`src/rtl/barshift_rr_sched.sv`:
```
// barshift_rr_sched: round-robin shared, DEPTH-stage pipelined rotate-right barrel shifter.
// Define BARSHIFT_RR_SCHED_PRIO_EN to give requester 0 strict priority over the round-robin.
module barshift_rr_sched #(
    parameter int NREQ = 4,
    parameter int DEPTH = 3,
    localparam int WIDTH = 2 ** DEPTH,
    localparam int IDW = $clog2(NREQ)
) (
    input  logic                    clk,
    input  logic                    rst,
    input  logic [NREQ-1:0]         in_valid,
    output logic [NREQ-1:0]         in_ready,
    input  logic [NREQ*WIDTH-1:0]   in_data,
    input  logic [NREQ*DEPTH-1:0]   in_shift,
    output logic                    out_valid,
    input  logic                    out_ready,
    output logic [WIDTH-1:0]        out_data,
    output logic [IDW-1:0]          out_id,
    output logic                    busy
);
    logic [DEPTH-1:0] sv;
    logic [WIDTH-1:0] sd [DEPTH];
    logic [DEPTH-1:0] ss [DEPTH];
    logic [IDW-1:0]   sid [DEPTH];
    logic [IDW-1:0]   ptr, grant;
    logic             found, advance, push;
    logic [WIDTH-1:0] din;
    logic [DEPTH-1:0] sin;

    function automatic logic [WIDTH-1:0] rot(input logic [WIDTH-1:0] d, input int k);
        return (d >> (1 << k)) | (d << (WIDTH - (1 << k)));
    endfunction

    // Wraps a search index back into the range [lo, NREQ-1].
    function automatic logic [IDW-1:0] wrap(input int v, input int lo);
        return IDW'(v >= NREQ ? v - NREQ + lo : v);
    endfunction

    assign advance = !(out_valid && !out_ready);
    assign push = found && advance && !rst;

    always_comb begin
        grant = '0;
        found = 1'b0;
`ifdef BARSHIFT_RR_SCHED_PRIO_EN
        if (in_valid[0]) begin
            found = 1'b1;
        end else begin
            for (int i = 0; i < NREQ - 1; i++) begin
                if (!found && in_valid[wrap((ptr == '0 ? 1 : int'(ptr)) + i, 1)]) begin
                    found = 1'b1;
                    grant = wrap((ptr == '0 ? 1 : int'(ptr)) + i, 1);
                end
            end
        end
`else
        for (int i = 0; i < NREQ; i++) begin
            if (!found && in_valid[wrap(int'(ptr) + i, 0)]) begin
                found = 1'b1;
                grant = wrap(int'(ptr) + i, 0);
            end
        end
`endif
    end

    always_comb begin
        din = '0;
        sin = '0;
        in_ready = '0;
        for (int r = 0; r < NREQ; r++) begin
            if (grant == IDW'(r)) begin
                din = in_data[r*WIDTH +: WIDTH];
                sin = in_shift[r*DEPTH +: DEPTH];
                in_ready[r] = push;
            end
        end
    end

    always_ff @(posedge clk or posedge rst) begin
        if (rst) begin
            sv <= '0;
            ptr <= '0;
            for (int k = 0; k < DEPTH; k++) begin
                sd[k] <= '0;
                ss[k] <= '0;
                sid[k] <= '0;
            end
        end else begin
            if (advance) begin
                sv <= {sv[DEPTH-2:0], push};
                sd[0] <= sin[0] ? rot(din, 0) : din;
                ss[0] <= sin;
                sid[0] <= grant;
                for (int k = 1; k < DEPTH; k++) begin
                    sd[k] <= ss[k-1][k] ? rot(sd[k-1], k) : sd[k-1];
                    ss[k] <= ss[k-1];
                    sid[k] <= sid[k-1];
                end
            end
`ifdef BARSHIFT_RR_SCHED_PRIO_EN
            if (push && grant != '0)
`else
            if (push)
`endif
                ptr <= grant == IDW'(NREQ - 1) ? '0 : grant + 1'b1;
        end
    end

    assign out_valid = sv[DEPTH-1];
    assign out_data = sd[DEPTH-1];
    assign out_id = sid[DEPTH-1];
    assign busy = |sv;
endmodule

```
`config.mk`:
```
export PLATFORM = sky130hd
export DESIGN_NAME = barshift_rr_sched
export DESIGN_NICKNAME = d
export VERILOG_FILES = /design/src/rtl/barshift_rr_sched.sv
export SDC_FILE = /design/constraint.sdc
export NUM_CORES = 1
export LEC_CHECK = 0
export CORE_MARGIN = 1
export CORE_UTILIZATION = 47
export DETAILED_ROUTE_END_ITERATION = 8
export PLACE_DENSITY = 0.9
export SKIP_LAST_GASP = 1
export SLEW_MARGIN = 20
export SYNTH_ARGS = -nofsm -noshare
export SYNTH_HDL_FRONTEND = slang
export SYNTH_SLANG_ARGS = --single-unit
```
`constraint.sdc`:
```
create_clock -name clk -period 3.12 [get_ports clk]
set_input_delay 0.312 -clock clk [delete_from_list [all_inputs] [get_ports clk]]
set_output_delay 0.312 -clock clk [all_outputs]
set_load 0.03 [all_outputs]
```
==> results by group <==
Outcome
  • Outcome: finished, final reports clean

Final layout
  • Filler Cell Count: approximately 380
  • Post-route cell area: 2860 um2
  • Number of nets in the finished design: 344
  • Antenna diode count: 0
  • Area added between synthesis and finish: 31.8%
  • Layout cells sized above 1: 0.0692
  • Number of cells in the finished layout apart from fillers: 341
  • Share of the core filled with cells: 0.652

Min path
  • Worst min path class: reg -> reg

Clocking
  • Number of setup buffers added after CTS: 0
  • CTS tree: done
  • Num CTS Buffers: 5
  • Post-CTS clock slew at the launch and capture registers of the worst setup and hold paths: 0.06 ns
  • Deepest clock path buffer count: 2
  • Worst-skew pair later-pin latency: between 0.2 and 0.3 ns
  • Cell chosen for the clock root: sky130_fd_sc_hd__clkbuf_8
  • TritonCTS sink count: 38
  • Maximum level of the CTS H-tree: 2

Placed design
  • Port Buffer Count: 66
  • HPWL after detailed placement: 3600 um
  • Count of placed standard cells including taps: about 330
  • Weighted congestion at the end of routability-driven global placement: 0.766
  • Cell Area, Placed: 2780 um2

Setup path
  • Critical Path Start Type: input pin
  • Critical path peak fanout: 8
  • Largest stage delay, worst path: 0.59 ns
  • CP arrival: around 2.6 ns
  • Setup crit end kind: output pin
  • Worst-path cell with the longest stage delay: sky130_fd_sc_hd__clkdlybuf4s50_1
  • Type of the worst setup path: in -> out
  • Required time worst endpoint: 2.81 ns
  • Ordered list of cells on the worst path: clkdlybuf4s50_1 > nor2b_1 > a21oi_1 > nor2_1 > a211oi_2 > inv_1 > ha_1 > and2_1 > clkdlybuf4s50_1
  • Most Frequent Cell on Critical Path: sky130_fd_sc_hd__clkdlybuf4s50_1

Yosys
  • Mapped cell area: 2170 um2
  • Main flop type after synthesis: sky130_fd_sc_hd__dfrtp_1
  • Most frequent cells after synthesis: 47 x sky130_fd_sc_hd__nand2_1, 38 x sky130_fd_sc_hd__dfrtp_1, 24 x sky130_fd_sc_hd__mux2i_1
  • Number of flops mapped to enable cells by yosys: 0
  • Yosys warnings: 0
  • Cell types with the largest area share after synthesis: sky130_fd_sc_hd__dfrtp_1 44%, sky130_fd_sc_hd__mux2i_1 11%, sky130_fd_sc_hd__nand2_1 8.1%
  • Proportion of netlist area held by the largest area contributor: 0.439
  • Number of unique standard cell types used by synthesis: 36
  • Sequential element share of the synthesized area: 0.439
  • Most area-hungry cell type in the Yosys netlist: sky130_fd_sc_hd__dfrtp_1
  • Fraction of synthesis flops using an asynchronous set or reset pin: 1.00
  • Average cell area after synthesis: 9.18 um2
  • Number of standard cells after synthesis: 236
  • Number of synthesized register bits: 38
  • Most common cell in the netlist: sky130_fd_sc_hd__nand2_1
  • Synthesized net count: 291

STA
  • Maximum clock frequency: 0.339 GHz
  • Hold violation total from the final report: 0
  • Final worst clock skew: 0.00589 ns
  • Setup total negative slack: 0 ns
  • Worst Tran Pin Value: 0.503 ns
  • Final critical delay including setup and external delays: between 2 and 3 ns
  • Crit share post-route: 0.947
  • RSZ-0062 raised after global routing: false
  • Final count of negative-setup-slack endpoints: 0
  • Worst max-slew margin expressed relative to the limit: 0.662
  • Max-slew violation total from the final report: 0

Global route
  • Antenna violations before repair: 0
  • Maximum number of pins on one net before global-route repair: 61
  • Wire length of the first global-routing pass: roughly 8300 um
  • Remaining global-route overflow: 0
  • Vias in the first global route: 1,815
  • Aggregate global-route resource usage: 0.211

Floorplan
  • Initial standard-cell utilization of the core: 0.494
  • Number of standard-cell rows in the floorplan: 24
  • I/O pin count: 67
  • Placeable core region: between 4000 and 5000 um2
  • DIE WIDTH: 69.9 um
  • Die area: roughly 4900 um2
  • Die Span Y: 69.9 um

Route
  • Number of vias per cell after detailed routing: around 5.3
  • DRT Wirelength: 4710 um
  • Total number of vias: 1,817
  • DRC Markers: 0
  • Average wire length per cell after detail routing: between 10 and 15 um
  • Number of DRC violations after detailed-routing iteration 0: approximately 130
  • ANT nets after route: 0
  • Detailed-router iteration count before antenna repair: 4

Run
  • Max-capacitance violation count: 0

Pwr
  • Power density relative to cell area: approximately 900 nW/um2
  • VDD IR-drop max: approximately 460 uV
  • Leakage power: approximately 1.2 nW
  • Total design power: 2.54 mW
==> cell type report <==
class | instances | area (um2) | share of cell area
flip-flops and latches | 38 | 951 | 0.333
well taps | 52 | 65.1 | 0.0228
inverters | 7 | 26.3 | 0.00920
repair buffers | 70 | 688 | 0.241
multi-input cells | 167 | 1050 | 0.367
clock buffers | 7 | 76.3 | 0.0267
==> timing repair <==
| action | CTS | global route |
|---|---|---|
| endpoints found under the setup margin | 0 | 1 |
| hold buffers | 0 | 0 |
| resized for setup | 0 | 0 |
==> per-layer routing <==
metal  routed length [um]  vias to the layer above  global-route usage
met4                  102                        0              0.0889
met5                    0                        -                   0
met3                  268                       13              0.0462
met2                 2330                       72               0.346
met1                 2000                      813               0.271
li1                     -                      919                   -
==> kinds of logic (layout without fill, tap and decap cells) <==
group                    after synthesis  after routing  synth area share
AO/OA/AOI/OAI                         65             65             0.188
AND/OR/NAND/NOR                       73             73             0.154
buffers and inverters                 31             84            0.0803
adder cells (fa/ha/maj)                4              4            0.0231
flip-flops                            38             38             0.439
multiplexers                          25             25             0.116
==> sequential cells by signal, indices dropped and copies added (netlist names) <==
name	count
out_id	2
sid	4
ss	3
ptr	2
sv	3
sd	16
out_data	8
==> layout by cell type (no fill, tap or decap), types with 2 or more instances in the layout <==
master	n
sky130_fd_sc_hd__a21oi_1	14
sky130_fd_sc_hd__a221oi_1	2
sky130_fd_sc_hd__a22oi_1	7
sky130_fd_sc_hd__and2_1	3
sky130_fd_sc_hd__buf_4	5
sky130_fd_sc_hd__clkbuf_1	2
sky130_fd_sc_hd__clkbuf_8	5
sky130_fd_sc_hd__clkdlybuf4s50_1	65
sky130_fd_sc_hd__dfrtp_1	38
sky130_fd_sc_hd__ha_1	4
sky130_fd_sc_hd__inv_1	6
sky130_fd_sc_hd__mux2i_1	24
sky130_fd_sc_hd__nand2_1	47
sky130_fd_sc_hd__nand2b_1	2
sky130_fd_sc_hd__nor2_1	6
sky130_fd_sc_hd__nor2b_1	3
sky130_fd_sc_hd__nor3_1	2
sky130_fd_sc_hd__nor4_1	2
sky130_fd_sc_hd__o21ai_0	18
sky130_fd_sc_hd__o21ai_1	9
sky130_fd_sc_hd__o22ai_1	9
==> worst max-delay path, delay by kind of cell <==
family                     cells  cell delay [ns]
AOI/OAI and AO/OA              2             0.41
adders and majority gates      1             0.32
buffers and inverters          3             1.18
and+or+nand+nor                3             0.41
==> through the flow <==
| stage | worst slack, ns | hold slack (ns) |
|---|---|---|
| after floorplan | 0.523 | 0.439 |
| after global placement | 0.236 | 0.449 |
| after detailed placement | 0.0980 | 0.456 |
| after CTS | 0.143 | 0.470 |
| after global routing | 0.0118 | 0.498 |
| final | 0.167 | 0.466 |
==> path summary, 6_finish.rpt <==
check	cells past startpoint	to	slack, ns	start
setup / recovery	9	in_ready[2]	0.17	in_valid[0]
hold / removal	2	out_id[1]$_DFFE_PP0N_	0.47	out_id[1]$_DFFE_PP0N_
setup reg to reg	11	sd[21]$_DFFE_PP0N_	0.55	ptr[1]$_DFFE_PP0N_
hold reg to reg	2	out_id[1]$_DFFE_PP0N_	0.47	out_id[1]$_DFFE_PP0N_
max in group asynchronous	3	sv[2]$_DFFE_PP0N_	2.28	rst
min in group asynchronous	3	ptr[0]$_DFFE_PP0N_	0.51	rst
==> power by group <==
group	leakage, nW	internal, mW	switching (mW)
registers	0.466	0.729	0.195
clock network	0.0383	0.154	0.154
logic	0.723	0.601	0.708
total	1.23	1.48	1.06
No activity file was read; power rests on OpenSTA's default activity.
